`config.mk`:
```
export PLATFORM = sky130hd
export DESIGN_NAME = ahb_slave_ctrl_flat
export DESIGN_NICKNAME = d
export VERILOG_FILES = /design/src/rtl/ahb_pkg.sv /design/src/rtl/ahb_slave_ctrl_if.sv /design/src/rtl/ahb_wait_timer.sv /design/src/rtl/ahb_slave_ctrl.sv /design/src/flat_wrapper.sv
export SDC_FILE = /design/constraint.sdc
export NUM_CORES = 1
export LEC_CHECK = 0
export BUFFER_PORTS_ARGS = -buffer_cell sky130_fd_sc_hd__buf_2
export CORE_AREA = 2 2 76 78
export DETAILED_ROUTE_END_ITERATION = 10
export DIE_AREA = 0 0 78 80
export PLACE_DENSITY = 0.8
export SLEW_MARGIN = 20
export SYNTH_ARGS = -nofsm -noshare
export SYNTH_HDL_FRONTEND = slang
export SYNTH_SLANG_ARGS = --single-unit
```
`constraint.sdc`:
```
create_clock -name clk -period 2.2 [get_ports clk]
set_clock_uncertainty 0.15 [all_clocks]
set_input_delay 0 -clock clk [delete_from_list [all_inputs] [get_ports clk]]
set_output_delay 0 -clock clk [all_outputs]
set_load 0.01 [all_outputs]
```
`src/rtl/ahb_pkg.sv`:
```
// Shared AHB-Lite encodings and controller state type for ahb_slave_ctrl.
// Optional wait timeout in the controller is enabled with AHB_CTRL_TIMEOUT_EN.
package ahb_pkg;

    typedef enum logic [1:0] {
        HTRANS_IDLE   = 2'b00,
        HTRANS_BUSY   = 2'b01,
        HTRANS_NONSEQ = 2'b10,
        HTRANS_SEQ    = 2'b11
    } htrans_e;

    localparam logic HRESP_OKAY  = 1'b0;
    localparam logic HRESP_ERROR = 1'b1;

    typedef enum logic [1:0] {
        ST_IDLE,
        ST_ACCESS,
        ST_ERR1,
        ST_ERR2
    } ctrl_state_e;

    localparam logic [2:0] HSIZE_WORD = 3'b010;

    // Peripherals are at most word-wide; anything larger is rejected.
    function automatic logic size_legal(input logic [2:0] size);
        return size <= HSIZE_WORD;
    endfunction

endpackage

```
`src/rtl/ahb_slave_ctrl_if.sv`:
```
// AHB-Lite slave-port signal bundle between the decoder/mux and ahb_slave_ctrl.
// The master modport represents the bus fabric side (including the muxed HREADY).
interface ahb_slave_ctrl_if;
    logic        HSEL;
    logic [31:0] HADDR;
    logic [1:0]  HTRANS;
    logic        HWRITE;
    logic [2:0]  HSIZE;
    logic [31:0] HWDATA;
    logic        HREADY;
    logic [31:0] HRDATA;
    logic        HREADYOUT;
    logic        HRESP;

    modport master (
        output HSEL, HADDR, HTRANS, HWRITE, HSIZE, HWDATA, HREADY,
        input  HRDATA, HREADYOUT, HRESP
    );

    modport slave (
        input  HSEL, HADDR, HTRANS, HWRITE, HSIZE, HWDATA, HREADY,
        output HRDATA, HREADYOUT, HRESP
    );
endinterface

```
`src/rtl/ahb_wait_timer.sv`:
```
// Saturating wait-state counter for ahb_slave_ctrl; instantiated only when
// AHB_CTRL_TIMEOUT_EN is defined.
module ahb_wait_timer #(
    parameter int TIMEOUT_CYCLES = 15
) (
    input  logic clk,
    input  logic rst_n,
    input  logic clr,
    input  logic inc,
    output logic expire
);
    localparam int             CW   = $clog2(TIMEOUT_CYCLES + 1);
    localparam logic [CW-1:0]  LAST = CW'(TIMEOUT_CYCLES - 1);
    localparam logic [CW-1:0]  MAX  = CW'(TIMEOUT_CYCLES);

    logic [CW-1:0] cnt;

    always_ff @(posedge clk) begin
        if (!rst_n) begin
            cnt <= '0;
        end else if (clr) begin
            cnt <= '0;
        end else if (inc && cnt != MAX) begin
            cnt <= cnt + CW'(1);
        end
    end

    // Fires on the wait cycle that brings the count up to TIMEOUT_CYCLES.
    assign expire = inc && (cnt >= LAST);

endmodule

```
`src/rtl/ahb_slave_ctrl.sv`:
```
// AHB-Lite slave controller: turns address/data phases into peripheral strobes,
// stalls on per_done, and maps per_check to a two-cycle ERROR. Macro: AHB_CTRL_TIMEOUT_EN.
module ahb_slave_ctrl
    import ahb_pkg::*;
#(
    parameter int ADDR_W         = 16,
    parameter int TIMEOUT_CYCLES = 15
) (
    input  logic              clk,
    input  logic              rst_n,
    ahb_slave_ctrl_if.slave   ahb,
    output logic              per_en,
    output logic [ADDR_W-1:0] per_addr,
    output logic [1:0]        per_size,
    output logic              per_we,
    output logic              per_re,
    output logic [31:0]       per_wdata,
    input  logic [31:0]       per_rdata,
    input  logic              per_done,
    input  logic              per_check
);
    ctrl_state_e state, state_nxt, follow;
    logic        reg_write;
    logic        accept;
    logic        legal;
    logic        expire;

    assign accept    = ahb.HSEL && ahb.HREADY && ahb.HTRANS[1];
    assign legal     = size_legal(ahb.HSIZE);
    assign per_wdata = ahb.HWDATA;

    // Where a finished (or idle) data phase hands over to.
    assign follow = !accept ? ST_IDLE : (legal ? ST_ACCESS : ST_ERR1);

    always_ff @(posedge clk) begin
        if (!rst_n) begin
            state     <= ST_IDLE;
            per_addr  <= '0;
            per_size  <= '0;
            reg_write <= 1'b0;
        end else begin
            state <= state_nxt;
            if (accept) begin
                per_addr  <= ahb.HADDR[ADDR_W-1:0];
                per_size  <= ahb.HSIZE[1:0];
                reg_write <= ahb.HWRITE;
            end
        end
    end

    always_comb begin
        state_nxt     = state;
        ahb.HREADYOUT = 1'b1;
        ahb.HRESP     = HRESP_OKAY;
        ahb.HRDATA    = '0;
        per_en        = 1'b0;
        per_we        = 1'b0;
        per_re        = 1'b0;
        case (state)
            ST_IDLE: begin
                state_nxt = follow;
            end
            ST_ACCESS: begin
                per_en        = 1'b1;
                per_we        = reg_write;
                per_re        = !reg_write;
                ahb.HREADYOUT = 1'b0;
                // check outranks done, done outranks the timeout
                if (per_check) begin
                    state_nxt = ST_ERR1;
                end else if (per_done) begin
                    ahb.HREADYOUT = 1'b1;
                    if (!reg_write) ahb.HRDATA = per_rdata;
                    state_nxt = follow;
                end else if (expire) begin
                    state_nxt = ST_ERR1;
                end
            end
            ST_ERR1: begin
                ahb.HREADYOUT = 1'b0;
                ahb.HRESP     = HRESP_ERROR;
                state_nxt     = ST_ERR2;
            end
            ST_ERR2: begin
                ahb.HRESP = HRESP_ERROR;
                state_nxt = follow;
            end
            default: begin
                state_nxt = ST_IDLE;
            end
        endcase
    end

`ifdef AHB_CTRL_TIMEOUT_EN
    logic timer_clr;
    logic timer_inc;

    // Clear on every entry into ACCESS, including back-to-back re-entry.
    assign timer_clr = (state_nxt == ST_ACCESS) && (state != ST_ACCESS || per_done);
    assign timer_inc = (state == ST_ACCESS) && !per_done;

    ahb_wait_timer #(
        .TIMEOUT_CYCLES (TIMEOUT_CYCLES)
    ) u_timer (
        .clk    (clk),
        .rst_n  (rst_n),
        .clr    (timer_clr),
        .inc    (timer_inc),
        .expire (expire)
    );

    logic unused_addr;
    assign unused_addr = ^ahb.HADDR;
`else
    assign expire = 1'b0;

    logic unused_cfg;
    assign unused_cfg = ^{ahb.HADDR, TIMEOUT_CYCLES[0]};
`endif

endmodule

```
`src/flat_wrapper.sv`:
```
// flat-port wrapper written by rule: the top's interface ports become plain ports
module ahb_slave_ctrl_flat import ahb_pkg::*;
#(
    parameter int ADDR_W         = 16,
    parameter int TIMEOUT_CYCLES = 15
)
  (clk, rst_n, per_en, per_addr, per_size, per_we, per_re, per_wdata, per_rdata, per_done, per_check, ahb_HSEL, ahb_HADDR, ahb_HTRANS, ahb_HWRITE, ahb_HSIZE, ahb_HWDATA, ahb_HREADY, ahb_HRDATA, ahb_HREADYOUT, ahb_HRESP);
  ahb_slave_ctrl_if ahb_i ();
  input  logic clk;
  input  logic rst_n;
  output logic per_en;
  output logic [ADDR_W-1:0] per_addr;
  output logic [1:0] per_size;
  output logic per_we;
  output logic per_re;
  output logic [31:0] per_wdata;
  input  logic [31:0] per_rdata;
  input  logic per_done;
  input  logic per_check;
  input wire logic [$bits(ahb_i.HSEL)-1:0] ahb_HSEL;
  input wire logic [$bits(ahb_i.HADDR)-1:0] ahb_HADDR;
  input wire logic [$bits(ahb_i.HTRANS)-1:0] ahb_HTRANS;
  input wire logic [$bits(ahb_i.HWRITE)-1:0] ahb_HWRITE;
  input wire logic [$bits(ahb_i.HSIZE)-1:0] ahb_HSIZE;
  input wire logic [$bits(ahb_i.HWDATA)-1:0] ahb_HWDATA;
  input wire logic [$bits(ahb_i.HREADY)-1:0] ahb_HREADY;
  output wire logic [$bits(ahb_i.HRDATA)-1:0] ahb_HRDATA;
  output wire logic [$bits(ahb_i.HREADYOUT)-1:0] ahb_HREADYOUT;
  output wire logic [$bits(ahb_i.HRESP)-1:0] ahb_HRESP;
  assign ahb_i.HSEL = ahb_HSEL;
  assign ahb_i.HADDR = ahb_HADDR;
  assign ahb_i.HTRANS = ahb_HTRANS;
  assign ahb_i.HWRITE = ahb_HWRITE;
  assign ahb_i.HSIZE = ahb_HSIZE;
  assign ahb_i.HWDATA = ahb_HWDATA;
  assign ahb_i.HREADY = ahb_HREADY;
  assign ahb_HRDATA = ahb_i.HRDATA;
  assign ahb_HREADYOUT = ahb_i.HREADYOUT;
  assign ahb_HRESP = ahb_i.HRESP;
  ahb_slave_ctrl #(.ADDR_W(ADDR_W), .TIMEOUT_CYCLES(TIMEOUT_CYCLES)) u_core (.clk(clk), .rst_n(rst_n), .ahb(ahb_i), .per_en(per_en), .per_addr(per_addr), .per_size(per_size), .per_we(per_we), .per_re(per_re), .per_wdata(per_wdata), .per_rdata(per_rdata), .per_done(per_done), .per_check(per_check));
endmodule
```
==> flow_summary.toml <==
[clocking]
htree_levels = 1
clk_path_buf_depth = 2
cts_setup_buffers = 0
path_clk_slew_ns = 0.08
cts_sinks = 21
cts_tree = "yes"
clock-root-buffer = "clkbuf_8"
cts_inserted_buffers = 3
clk_latency_ns = 0.26

[setup_path]
critPathRequiredTime_ns = 2.23
start_kind = "register"
critical_path_arrival_ns = 2.02
endpoint_kind = "register"
cp_max_fo = 9
critical_path_class = "reg -> reg"

[layout]
area_delta_synth_final_pct = 70.46
fillers = 531
drive_above_1_share = 0.3902
nets = 417
antennaDiodeCount = 0
stdcell_area_mm2 = 0.002325

[die]
fp.dieW_um = 78
row_count = 27
num_io_pins = 195
dieArea_mm2 = 0.006240
die_h_um = 80
core_area_mm2 = 0.005405
start_util = 0.2523

[route]
wl_um = 4799
drc = 0
dr.first_iter.drc_count = 25
drt_pass1_iterations = 4
wire_per_inst_um = 12.73
detail-route-antenna-nets = 0
routed_via_density = 4.196
route.vias.total = 1582

[synthesis]
synthCells = 174
syn_nets = 285
avgSynthCellArea_um2 = 7.838
synth_seq_cells = 21
ys_seq_area_frac = 0.3083
synth_cell_type_count = 23
synth_area_mm2 = 0.001364
yosysWarnings = 0

[grt]
grt_pass1_vias = 1465
grt_overflow = 0
grt_usage = 0.1338
grt_antenna_before_repair = 0
grt_max_degree = 33
grt_pass1_wl_um = 6789

[power_and_ir_drop]
powerDensity_mw_per_mm2 = 385.4
ir_worst_vdd_v = 0.0004315
switching_share = 0.2628
power.internal_mw = 0.6604
seqPwrFrac = 0.448
comb_power_share = 0.268
p_leak_nw = 1.195
clkPwrFrac = 0.284
switchingPower_mw = 0.2355

[run]
cap_violations = 0

[sta]
holdWs_ns = 0.02123
setup_tns_ns = 0
tightest_slew_ns = 0.7176
period_share = 0.9050
fin_crit_ns = 1.991
maxSlewViolCount = 0
rsz0062_at_grt = "no"
fmax_mhz = 502.2
finalSetupViolations = 0
hold_violations = 0
slew_headroom = 0.5216

[worst_hold_path]
hold_class = "in -> reg"

[placement]
hpwl_um = 3147
io_buffer_count = 113
gp_congestion = 0.6587
dpl_cell_area_mm2 = 0.001739

[run_status]
status = "finished clean"
power by group through the flow:
stage               sequential, mW  clock [mW]  combinational [mW]
finish                       0.401       0.255               0.240
global route                 0.403       0.273               0.259
CTS                          0.401       0.263               0.239
detailed placement           0.410           0               0.143
global placement             0.409           0               0.140
floorplan                    0.415           0               0.116
metal layers:
layer	share of wire	wire [um]	GRT usage
met3	0.085	406	0.02489
met1	0.35	1683	0.1376
met5	0	0	0
met2	0.55	2643	0.2672
met4	0.014	65	0.04737
final timing paths:
kind	startpoint	endpoint	slack [ns]	cells after the start
setup / recovery	u_core.state[0]	u_core.state[1]	0.21	5
hold / removal	rst_n	u_core.per_addr[13]	0.02	2
setup reg to reg	u_core.state[0]	u_core.state[1]	0.21	5
hold reg to reg	u_core.per_addr[0]	u_core.per_addr[0]	0.31	2
kinds of logic after synthesis:
| family | Yosys count | share of synthesized area |
|---|---|---|
| and+or+nand+nor | 80 | 0.3000 |
| buffers and inverters | 43 | 0.2165 |
| DFF | 21 | 0.3083 |
| AOI/OAI and AO/OA | 27 | 0.1477 |
| adders and majority gates | 3 | 0.02753 |
critical path, stage by stage (launching register included):
cell and delay (ns):
dfxtp_1 0.39, ha_1 0.33, nor3b_1 0.28, dlygate4sd3_1 0.61, nand3_1 0.08, o31ai_1 0.07
cells in the mapped netlist:
| library cell | count | area (um^2) |
|---|---|---|
| ha_1 | 3 | 37.54 |
| and3_1 | 1 | 6.260 |
| clkbuf_1 | 4 | 15.01 |
| o21bai_1 | 1 | 7.510 |
| inv_1 | 2 | 7.510 |
| buf_2 | 2 | 10.01 |
| nor2b_1 | 1 | 6.260 |
| o31ai_1 | 2 | 15.01 |
| a32o_1 | 1 | 10.01 |
| nand2b_1 | 1 | 6.260 |
| a21o_1 | 1 | 7.510 |
| buf_4 | 35 | 262.8 |
| nand3_1 | 2 | 10.01 |
| a21oi_1 | 2 | 10.01 |
| or2_2 | 1 | 6.260 |
| and2b_4 | 1 | 10.01 |
| nor3b_1 | 1 | 7.510 |
| and2_1 | 33 | 206.5 |
| dfxtp_1 | 21 | 420.4 |
| nand2_1 | 38 | 142.6 |
| a221oi_1 | 1 | 8.760 |
| and2b_1 | 1 | 7.510 |
| a21boi_0 | 19 | 142.6 |
cell usage in the layout (no fill, tap or decap):
| cell | count |
|---|---|
| a21boi_0 | 19 |
| a21o_1 | 1 |
| a21oi_1 | 2 |
| a221oi_1 | 1 |
| a32o_1 | 1 |
| and2_1 | 33 |
| and2b_1 | 1 |
| and2b_4 | 1 |
| and3_1 | 1 |
| buf_2 | 113 |
| buf_4 | 1 |
| clkbuf_1 | 1 |
| clkbuf_8 | 3 |
| dfxtp_1 | 21 |
| dlygate4sd3_1 | 54 |
| ha_1 | 3 |
| inv_1 | 2 |
| nand2_1 | 38 |
| nand2b_1 | 1 |
| nand3_1 | 2 |
| nor2b_1 | 1 |
| nor3b_1 | 1 |
| o21bai_1 | 1 |
| o31ai_1 | 2 |
| or2_2 | 1 |
repair_timing:
| action | in CTS | in global routing |
|---|---|---|
| endpoints found under the hold margin | 52 | 0 |
| gates resized for setup | 0 | 0 |
| setup endpoints to repair | 0 | 0 |
| hold buffers | 54 | 0 |
state kept, by name, summed over array words and instances (netlist names):
| signal | flops |
|---|---|
| u_core.state | 2 |
| u_core.reg_write | 1 |
| u_core.per_size | 2 |
| u_core.per_addr | 16 |
cell type report:
cell class,count,area (um^2),share of cell area
repair buffers,168,1114,0.4790
multi-input cells,110,648.1,0.2788
flip-flops and latches,21,420.4,0.1808
well taps,72,90.09,0.03875
clock buffers,4,45.04,0.01938
inverters,2,7.507,0.003229
metrics by stage:
stage / cells / setup WS [ns] / power [mW] / utilization
finish: 377 / 0.2089 / 0.8959 / 0.4301
global route: 377 / 0.02800 / 0.9351 / 0.4301
CTS: 377 / 0.1924 / 0.9030 / 0.4301
detailed placement: 319 / 0.5291 / 0.5528 / 0.3218
global placement: 319 / 0.6087 / 0.5495 / 0.3218
floorplan: 174 / 0.6553 / 0.5311 / -
(Power assumes the default switching activity.)
